**src/rtl/rotary_pkg.sv**
```systemverilog
// Shared constants for the front-panel rotary encoder emulator.
// The decoder-side bench checks use ROT_ADDR_MAX as well.
package rotary_pkg;

   // FSM state encoding
   localparam logic [2:0] ST_IDLE  = 3'd0;
   localparam logic [2:0] ST_PH1   = 3'd1;
   localparam logic [2:0] ST_PH2   = 3'd2;
   localparam logic [2:0] ST_PH3   = 3'd3;
   localparam logic [2:0] ST_PH4   = 3'd4;
   localparam logic [2:0] ST_PRESS = 3'd5;

   // Rotation direction: plus means B leads, minus means A leads
   localparam logic DIR_PLUS  = 1'b1;
   localparam logic DIR_MINUS = 1'b0;

   // Idle level of {Rot_A, Rot_B}
   localparam logic [1:0] ROT_IDLE_AB = 2'b11;

   // Upper clamp of the paired decoder's address counter
   localparam int ROT_ADDR_MAX = 1800;

   // Map the direction-neutral lead/lag line levels onto {A, B}
   function automatic logic [1:0] ab_lines(input logic dir, input logic lead, input logic lag);
      if (dir == DIR_PLUS)
         return {lag, lead};
      else
         return {lead, lag};
   endfunction

endpackage

```
**src/rtl/rotary_phase_timer.sv**
```systemverilog
// Loadable down-counter with a zero flag; times both detent phases and presses.
module rotary_phase_timer #(
   parameter int W = 4
) (
   input  logic         Fg_CLK,
   input  logic         RESET,
   input  logic         load,
   input  logic [W-1:0] load_val,
   output logic         zero
);

   logic [W-1:0] cnt;

   // Load on phase entry, otherwise count down and park at zero
   always_ff @(posedge Fg_CLK or posedge RESET) begin
      if (RESET)
         cnt <= '0;
      else if (load)
         cnt <= load_val;
      else if (cnt != '0)
         cnt <= cnt - 1'b1;
   end

   assign zero = (cnt == '0);

endmodule

```
**src/rtl/rotary_emulator.sv**
```systemverilog
// Drives the encoder lines Rot_A/Rot_B/Rot_C from a simple command interface.
// Lines idle high; each detent walks lead/lag through 01 -> 00 -> 10 -> 11.
module rotary_emulator
   import rotary_pkg::*;
#(
   parameter int PHASE_CYC = 8,
   parameter int PRESS_CYC = 1,
   parameter int STEP_W    = 12
) (
   input  logic              Fg_CLK,
   input  logic              RESET,
   input  logic              Cmd_Valid,
   output logic              Cmd_Ready,
   input  logic              Cmd_Press,
   input  logic              Cmd_Dir,
   input  logic [STEP_W-1:0] Cmd_Steps,
   output logic              Rot_A,
   output logic              Rot_B,
   output logic              Rot_C,
   output logic              Busy,
   output logic              Done
);

   localparam int TMR_MAX = (PHASE_CYC > PRESS_CYC) ? PHASE_CYC : PRESS_CYC;
   localparam int TMR_W   = $clog2(TMR_MAX + 1);

   // The timer is loaded with N-1 so a phase lasts exactly N cycles
   localparam logic [TMR_W-1:0] PHASE_LOAD = TMR_W'(PHASE_CYC - 1);
   localparam logic [TMR_W-1:0] PRESS_LOAD = TMR_W'(PRESS_CYC - 1);

   logic [2:0]        state;
   logic              dir_q;
   logic [STEP_W-1:0] steps_q;
   logic [1:0]        rot_ab;
   logic              rot_c;
   logic              done_q;

   logic              accept;
   logic              tmr_load;
   logic [TMR_W-1:0]  tmr_val;
   logic              tmr_zero;
   logic              in_phase;

   assign accept   = Cmd_Valid & Cmd_Ready;
   assign in_phase = (state == ST_PH1) || (state == ST_PH2) ||
                     (state == ST_PH3) || (state == ST_PH4);

   // Reload the timer on every phase or press entry
   always_comb begin
      tmr_load = 1'b0;
      tmr_val  = PHASE_LOAD;
      if (state == ST_IDLE && accept) begin
         if (Cmd_Press) begin
            tmr_load = 1'b1;
            tmr_val  = PRESS_LOAD;
         end else if (Cmd_Steps != '0) begin
            tmr_load = 1'b1;
         end
      end else if (in_phase && tmr_zero) begin
         tmr_load = 1'b1;
      end
   end

   rotary_phase_timer #(
      .W (TMR_W)
   ) u_timer (
      .Fg_CLK   (Fg_CLK),
      .RESET    (RESET),
      .load     (tmr_load),
      .load_val (tmr_val),
      .zero     (tmr_zero)
   );

   // Command FSM; every output line is driven straight from a register here
   always_ff @(posedge Fg_CLK or posedge RESET) begin
      if (RESET) begin
         state   <= ST_IDLE;
         dir_q   <= DIR_PLUS;
         steps_q <= '0;
         rot_ab  <= ROT_IDLE_AB;
         rot_c   <= 1'b0;
         done_q  <= 1'b0;
      end else begin
         done_q <= 1'b0;
         case (state)
            ST_IDLE: begin
               if (accept) begin
                  if (Cmd_Press) begin
                     state <= ST_PRESS;
                     rot_c <= 1'b1;
                  end else if (Cmd_Steps != '0) begin
                     // Lead line drops on the accept edge itself
                     state   <= ST_PH1;
                     dir_q   <= Cmd_Dir;
                     steps_q <= Cmd_Steps;
                     rot_ab  <= ab_lines(Cmd_Dir, 1'b0, 1'b1);
                  end else begin
                     done_q <= 1'b1;
                  end
               end
            end
            ST_PH1: begin
               if (tmr_zero) begin
                  state  <= ST_PH2;
                  rot_ab <= ab_lines(dir_q, 1'b0, 1'b0);
               end
            end
            ST_PH2: begin
               if (tmr_zero) begin
                  state  <= ST_PH3;
                  rot_ab <= ab_lines(dir_q, 1'b1, 1'b0);
               end
            end
            ST_PH3: begin
               if (tmr_zero) begin
                  state  <= ST_PH4;
                  rot_ab <= ab_lines(dir_q, 1'b1, 1'b1);
               end
            end
            ST_PH4: begin
               // End of the inter-detent gap: start the next detent or finish
               if (tmr_zero) begin
                  steps_q <= steps_q - 1'b1;
                  if (steps_q != STEP_W'(1)) begin
                     state  <= ST_PH1;
                     rot_ab <= ab_lines(dir_q, 1'b0, 1'b1);
                  end else begin
                     state  <= ST_IDLE;
                     done_q <= 1'b1;
                  end
               end
            end
            ST_PRESS: begin
               if (tmr_zero) begin
                  state  <= ST_IDLE;
                  rot_c  <= 1'b0;
                  done_q <= 1'b1;
               end
            end
            default: begin
               state  <= ST_IDLE;
               rot_ab <= ROT_IDLE_AB;
               rot_c  <= 1'b0;
            end
         endcase
      end
   end

   assign Rot_A     = rot_ab[1];
   assign Rot_B     = rot_ab[0];
   assign Rot_C     = rot_c;
   assign Done      = done_q;
   assign Cmd_Ready = (state == ST_IDLE);
   assign Busy      = ~Cmd_Ready;

endmodule
```
**config.mk**
```make
export PLATFORM = sky130hd
export DESIGN_NAME = rotary_emulator
export DESIGN_NICKNAME = d
export VERILOG_FILES = /design/src/rtl/rotary_pkg.sv /design/src/rtl/rotary_phase_timer.sv /design/src/rtl/rotary_emulator.sv
export SDC_FILE = /design/constraint.sdc
export NUM_CORES = 1
export LEC_CHECK = 0
export ABC_AREA = 1
export ABC_CLOCK_PERIOD_IN_PS = 1500
export BUFFER_PORTS_ARGS = -buffer_cell sky130_fd_sc_hd__clkbuf_2
export CORE_MARGIN = 2
export CORE_UTILIZATION = 40
export CTS_CLUSTER_SIZE = 14
export DETAILED_ROUTE_END_ITERATION = 8
export GPL_ROUTABILITY_DRIVEN = 0
export PLACE_DENSITY_LB_ADDON = 0.1
export SLEW_MARGIN = 20
export SYNTH_ARGS = -nofsm -noshare
export SYNTH_HDL_FRONTEND = slang
export SYNTH_SLANG_ARGS = --single-unit
export TNS_END_PERCENT = 50
```
**constraint.sdc**
```tcl
create_clock -name Fg_CLK -period 1.5 [get_ports Fg_CLK]
set_input_delay 0.15 -clock Fg_CLK [delete_from_list [all_inputs] [get_ports Fg_CLK]]
set_output_delay 0.15 -clock Fg_CLK [all_outputs]
set_load 0.02 [all_outputs]
```
# Yosys cells after proc, flatten, opt, wreduce, memory -nomap -nowiden
# Index checks and enable logic that the tools add are counted.
[classes]
n_addsub = 2
eq_ne = 17
n_mux = 46
bitwise_logic = 5
n_reduce_logical = 17
[op_table]
columns = ["operator", "n"]
rows = [
  ["12-bit 2-to-1 mux", 4],
  ["3-bit 2-to-1 mux", 9],
  ["12-bit case mux with 2 select lines", 1],
  ["2-bit 2-to-1 mux", 11],
  ["3-bit case mux with 6 select lines", 1],
  ["1-bit 2-to-1 mux", 14],
  ["4-bit 2-to-1 mux", 3],
  ["12-bit by 1-bit inequality test with 1-bit output (second input constant)", 1],
  ["2-bit inequality test (second input constant)", 6],
  ["2-bit case mux with 6 select lines", 1],
  ["12-bit nonzero test", 1],
  ["12-bit by 1-bit subtractor with 12-bit output (second input constant)", 1],
  ["9-bit AND reduction", 1],
  ["2-bit by 1-bit inequality test with 1-bit output (second input constant)", 4],
  ["4-bit AND reduction", 2],
  ["7-bit AND reduction", 1],
  ["3-bit by 2-bit equality test with 1-bit output (second input constant)", 2],
  ["3-bit equality test (second input constant)", 2],
  ["1-bit case mux with 3 select lines", 2],
  ["5-bit AND reduction", 1],
  ["4-bit logical NOT", 1],
  ["1-bit NOT", 4],
  ["2-bit nonzero test", 2],
  ["4-bit nonzero test", 1],
  ["8 further kinds", 11],
]
[word_totals]
ff_bits = 24
output_inout_bits = 6
word_cells = 94

# Logic depth before layout (Yosys ltp)
[logic_depth]
ltp_word = 8
depth_mapped = 11
mapped_depth_nobuf = 11

# Cells and area by module
# Synthesis repeated with hierarchy kept, for this count alone.
[hier_totals]
hier_cells = 279
hier_area_um2 = 1814.2
[by_module_without_submodules]
columns = ["module", "n_inst", "cells_each", "area_per_inst_um2"]
rows = [
  ["rotary_emulator", 1, 241, 1555.2],
  ["rotary_phase_timer", 1, 38, 259.0],
]

# Worst setup path before layout
# No wires, ideal clock.
[synth_timing]
path_kind = "register -> register"
from = "register u_timer.cnt[0]"
to = "register u_timer.cnt[3]"
setup_ps = 136
t_arrival_ps = 1394
required_time_ps = 1364
setup_slack_ps = -30
stages_incl_launch_ff = 10
cell_sequence = "dfrtp_1 > inv_1 > ha_1 > nand2_1 > nor2_2 > inv_1 > o21ai_2 > nand2_1 > inv_1 > nor3_1"
[synth_via]
elab_chain_len = 5
[synth_lines]
columns = ["item", "line", "text"]
rows = [
  ["start: declaration", "rotary_phase_timer.sv:12", "logic [W-1:0] cnt;"],
  ["start signal: assignment", "rotary_phase_timer.sv:19", "cnt <= load_val;"],
  ["start signal: assignment", "rotary_phase_timer.sv:21", "cnt <= cnt - 1'b1;"],
  ["branches (longest 5 deep; another with 4-bit by 1-bit subtractor with 4-bit output)", "n/a", ""],
]
# Parallel ways; which one is timed is not known. The select of a mux whose other input is x is not followed.
# A chain may end at the register's enable or synchronous reset.

# Final worst setup path
[layout_timing]
from = "register state[0]"
to = "register steps_q[0]"
[layout_via]
elab_chain_len = 4
[layout_lines]
columns = ["item", "line", "text"]
rows = [
  ["start: declaration", "rotary_emulator.sv:31", "logic [2:0] state;"],
  ["start signal: assignment", "rotary_emulator.sv:77", "state <= ST_IDLE;"],
  ["start signal: assignment", "rotary_emulator.sv:89", "state <= ST_PRESS;"],
  ["start signal: assignment", "rotary_emulator.sv:93", "state <= ST_PH1;"],
  ["3-bit logical NOT", "rotary_emulator.sv:85, rotary_emulator.sv:153", ""],
  ["1-bit AND", "rotary_emulator.sv:44", "assign accept = Cmd_Valid & Cmd_Ready;"],
  ["2-bit by 1-bit inequality test with 1-bit output (no line)", "n/a", ""],
  ["5-bit AND reduction (no line)", "n/a", ""],
  ["end signal: assignment", "rotary_emulator.sv:95", "steps_q <= Cmd_Steps;"],
  ["end signal: assignment", "rotary_emulator.sv:123", "steps_q <= steps_q - 1'b1;"],
  ["end: declaration", "rotary_emulator.sv:33", "logic [STEP_W-1:0] steps_q;"],
]
# Several ways; a longest one is shown, not always the timed one.

==> results_dict.tcl <==
set metrics [dict create \
    outcome "finished with violations" \
    violations "setup timing" \
    netlist_top_cells_count "nand2_1 (101), nor2_1 (32), inv_1 (27)" \
    rsz0062_at_grt "true" \
    fin_ws_ns -0.002658 \
    maxSlewViolCount 0 \
    crit_arrival_ns 1.67 \
    core_area_um2 4058 \
    yosysSeqAreaShare_pct 35.38 \
    synth_cells 269 \
    fin_nets 336 \
    grt-ovfl-total 0 \
    maxCapViolCount 0 \
    cts_sinks 24 \
    wirelength_mm 4.402 \
    grt_pass1_wl_mm 7.327 \
    synth_cell_types 26 \
    ios 23 \
    cts_buffer_depth 2 \
    syn_to_final_growth_pct 31.06 \
    start_util_pct 42.09 \
    min_period_over_period_pct 100.2 \
    critPathMaxFanout 6 \
    dp_hpwl_mm 3.254 \
    relSlewSlack_pct 75.94 \
    cp-end-kind "flop" \
    clk_latency_ns 0.27 \
    dp_cells 351 \
    grt_max_degree 25 \
    vias 1782 \
    clk_pin_slew_ns 0.08 \
    timing.fmax_mhz 665.5 \
    register_area_um2 604.3 \
    drt.antenna.violating_nets 0 \
    netlist_area_um2 1708 \
    io_buffer_count 22 \
    route.detailed.drc 0 \
    multi_input_area_um2 1081 \
    finalNonFillerCells 365 \
    dieArea_um2 4809 \
    synth_top_area_share_pct 30.77 \
    drt_iter0_markers 111 \
    slowest_stage "dfrtp_1" \
    slowest_delay_ns 0.44 \
    finalSetupTns_ns -0.003919 \
    cp.required_ns 1.67 \
    synth-seq-cells 24 \
    p_total_mw 4.739 \
    hp-class "primary input to flop" \
    drive_above_1_share_pct 28.89 \
    syn_nets 289 \
    cts_made_buffers 3 \
    worstMarginPinSlew_ns 0.3605 \
    die_w_um 69.35 \
    rows 23 \
    setup_viol 2 \
    hold_viol 0 \
    finClkSkew_ns 0.002164 \
    leakage_nw 1.150 \
    finalCoreUtilization_pct 55.17 \
    htree_levels 1 \
    dr.pass1.iters 4 \
    synthArstFlopShare_pct 100.0 \
    grt_pass1_vias 1597 \
    synth_most_common_cell "nand2_1" \
    path_class "flop to flop" \
    synth_area_leader_cell "dfrtp_1" \
    synth_edf_count 0 \
    clockRootBuffer "clkbuf_8" \
    ir_worst_vdd_v 0.001023 \
    min_period_ns 1.503 \
    diodes 0 \
    nFillCells 405 \
    synth-main-ff-cell "dfrtp_1" \
    grt_antenna_before_repair 0 \
    routed_via_density 4.882 \
    start_kind "flop" \
    power_density_nw_per_um2 2117 \
    cts_tree "done" \
    syn_area_per_cell_um2 6.349 \
    grt.total_usage_pct 18.63 \
    yosys_warnings 0 \
    crit_path_cell_trace "inv_2 > nand2_4 > nor2_4 > buf_4 > nand2_1 > nand2_2 > nor2_4 > buf_6 > nand2_1 > o21ai_1" \
    synthTopCellsByArea "dfrtp_1 (31%), nand2_1 (22%), nand3_1 (7.3%)" \
    wl_per_cell_um 12.06 \
    fp.dieH_um 69.35 \
]
-- what timing repair did --
action                     in CTS  in global routing
cloned                          1                  0
gates resized for setup        13                 24
pin swaps                       4                  5
setup buffers                   1                  7
setup endpoints to repair      17                 24
hold endpoints to repair       21                  0
hold buffers                    1                  0
-- registers in the layout, summed over array words and instances (netlist names) --
signal       cells
Done             1
dir_q            1
Rot_C            1
rot_ab           2
state            3
u_timer.cnt      4
steps_q         12
-- cell families (layout without fill, tap and decap cells) --
family / Yosys count / in the layout / share of synthesized area, %
adders and majority gates: 3 / 3 / 2.198
xor gates and xnor gates: 3 / 3 / 1.539
DFF: 24 / 24 / 35.38
AOI/OAI and AO/OA: 31 / 31 / 10.04
buffers and inverters: 34 / 80 / 7.912
and+or+nand+nor: 174 / 174 / 42.93
-- routing by layer --
layer / routed length [µm] / up-vias / GRT usage (%)
li1: - / 941 / -
met5: 0 / - / 0
met1: 2151 / 814 / 26.25
met3: 135 / 4 / 3.052
met2: 2083 / 23 / 30.13
met4: 32 / 0 / 3.922
-- critical path: cells and delay by family, from the launching register on --
family | cells | cell delay (ns)
and+or+nand+nor | 6 | 0.51
DFF | 1 | 0.44
buffers and inverters | 3 | 0.39
AOI/OAI and AO/OA | 1 | 0.06
-- power by group --
part | total (mW) | switching (mW) | internal (mW)
clock | 0.575 | 0.218 | 0.357
sequential | 1.25 | 0.267 | 0.983
combinational | 2.91 | 1.71 | 1.21
total | 4.74 | 2.19 | 2.55
-- worst paths after layout --
kind,slack [ns],startpoint,end,depth (start not counted)
max,-0.003,state[0],steps_q[0],10
min in group asynchronous,0.45,RESET,steps_q[8],4
max in group asynchronous,0.75,RESET,dir_q,4
max reg2reg,-0.003,state[0],steps_q[0],10
min reg2reg,0.47,rot_ab[1],rot_ab[1],2
min,0.10,Cmd_Dir,dir_q,3
-- final cells by class --
type | count | share of cell area, %
flip-flops and latches | 24 | 27.00
well taps | 50 | 2.795
clock inverters | 1 | 1.342
repair buffers | 46 | 13.69
multi-input cells | 211 | 48.30
clock buffers | 3 | 1.845
inverters | 30 | 5.031
-- through the flow --
| step | area, µm² | hold WS [ns] | setup WS, ns |
|---|---|---|---|
| final | 2238 | 0.1030 | -0.002658 |
| after global routing | 2238 | 0.1385 | -0.1127 |
| after CTS | 2105 | 0.1047 | -0.01766 |
| after detailed placement | 1968 | 0.2041 | -0.04685 |
| after global placement | 1968 | 0.2011 | 0.02706 |
| after floorplan | 1713 | 0.1624 | 0.04682 |
-- layout by cell type (no fill, tap or decap), drive strengths merged, types with 5 or more instances in the layout --
cell	Yosys	layout
a21oi	5	5
buf	4	24
clkbuf	0	24
dfrtp	21	21
inv	30	30
nand2	103	103
nand3	25	25
nor2	37	37
o21ai	24	24
Power figures use the tool's default switching activity.
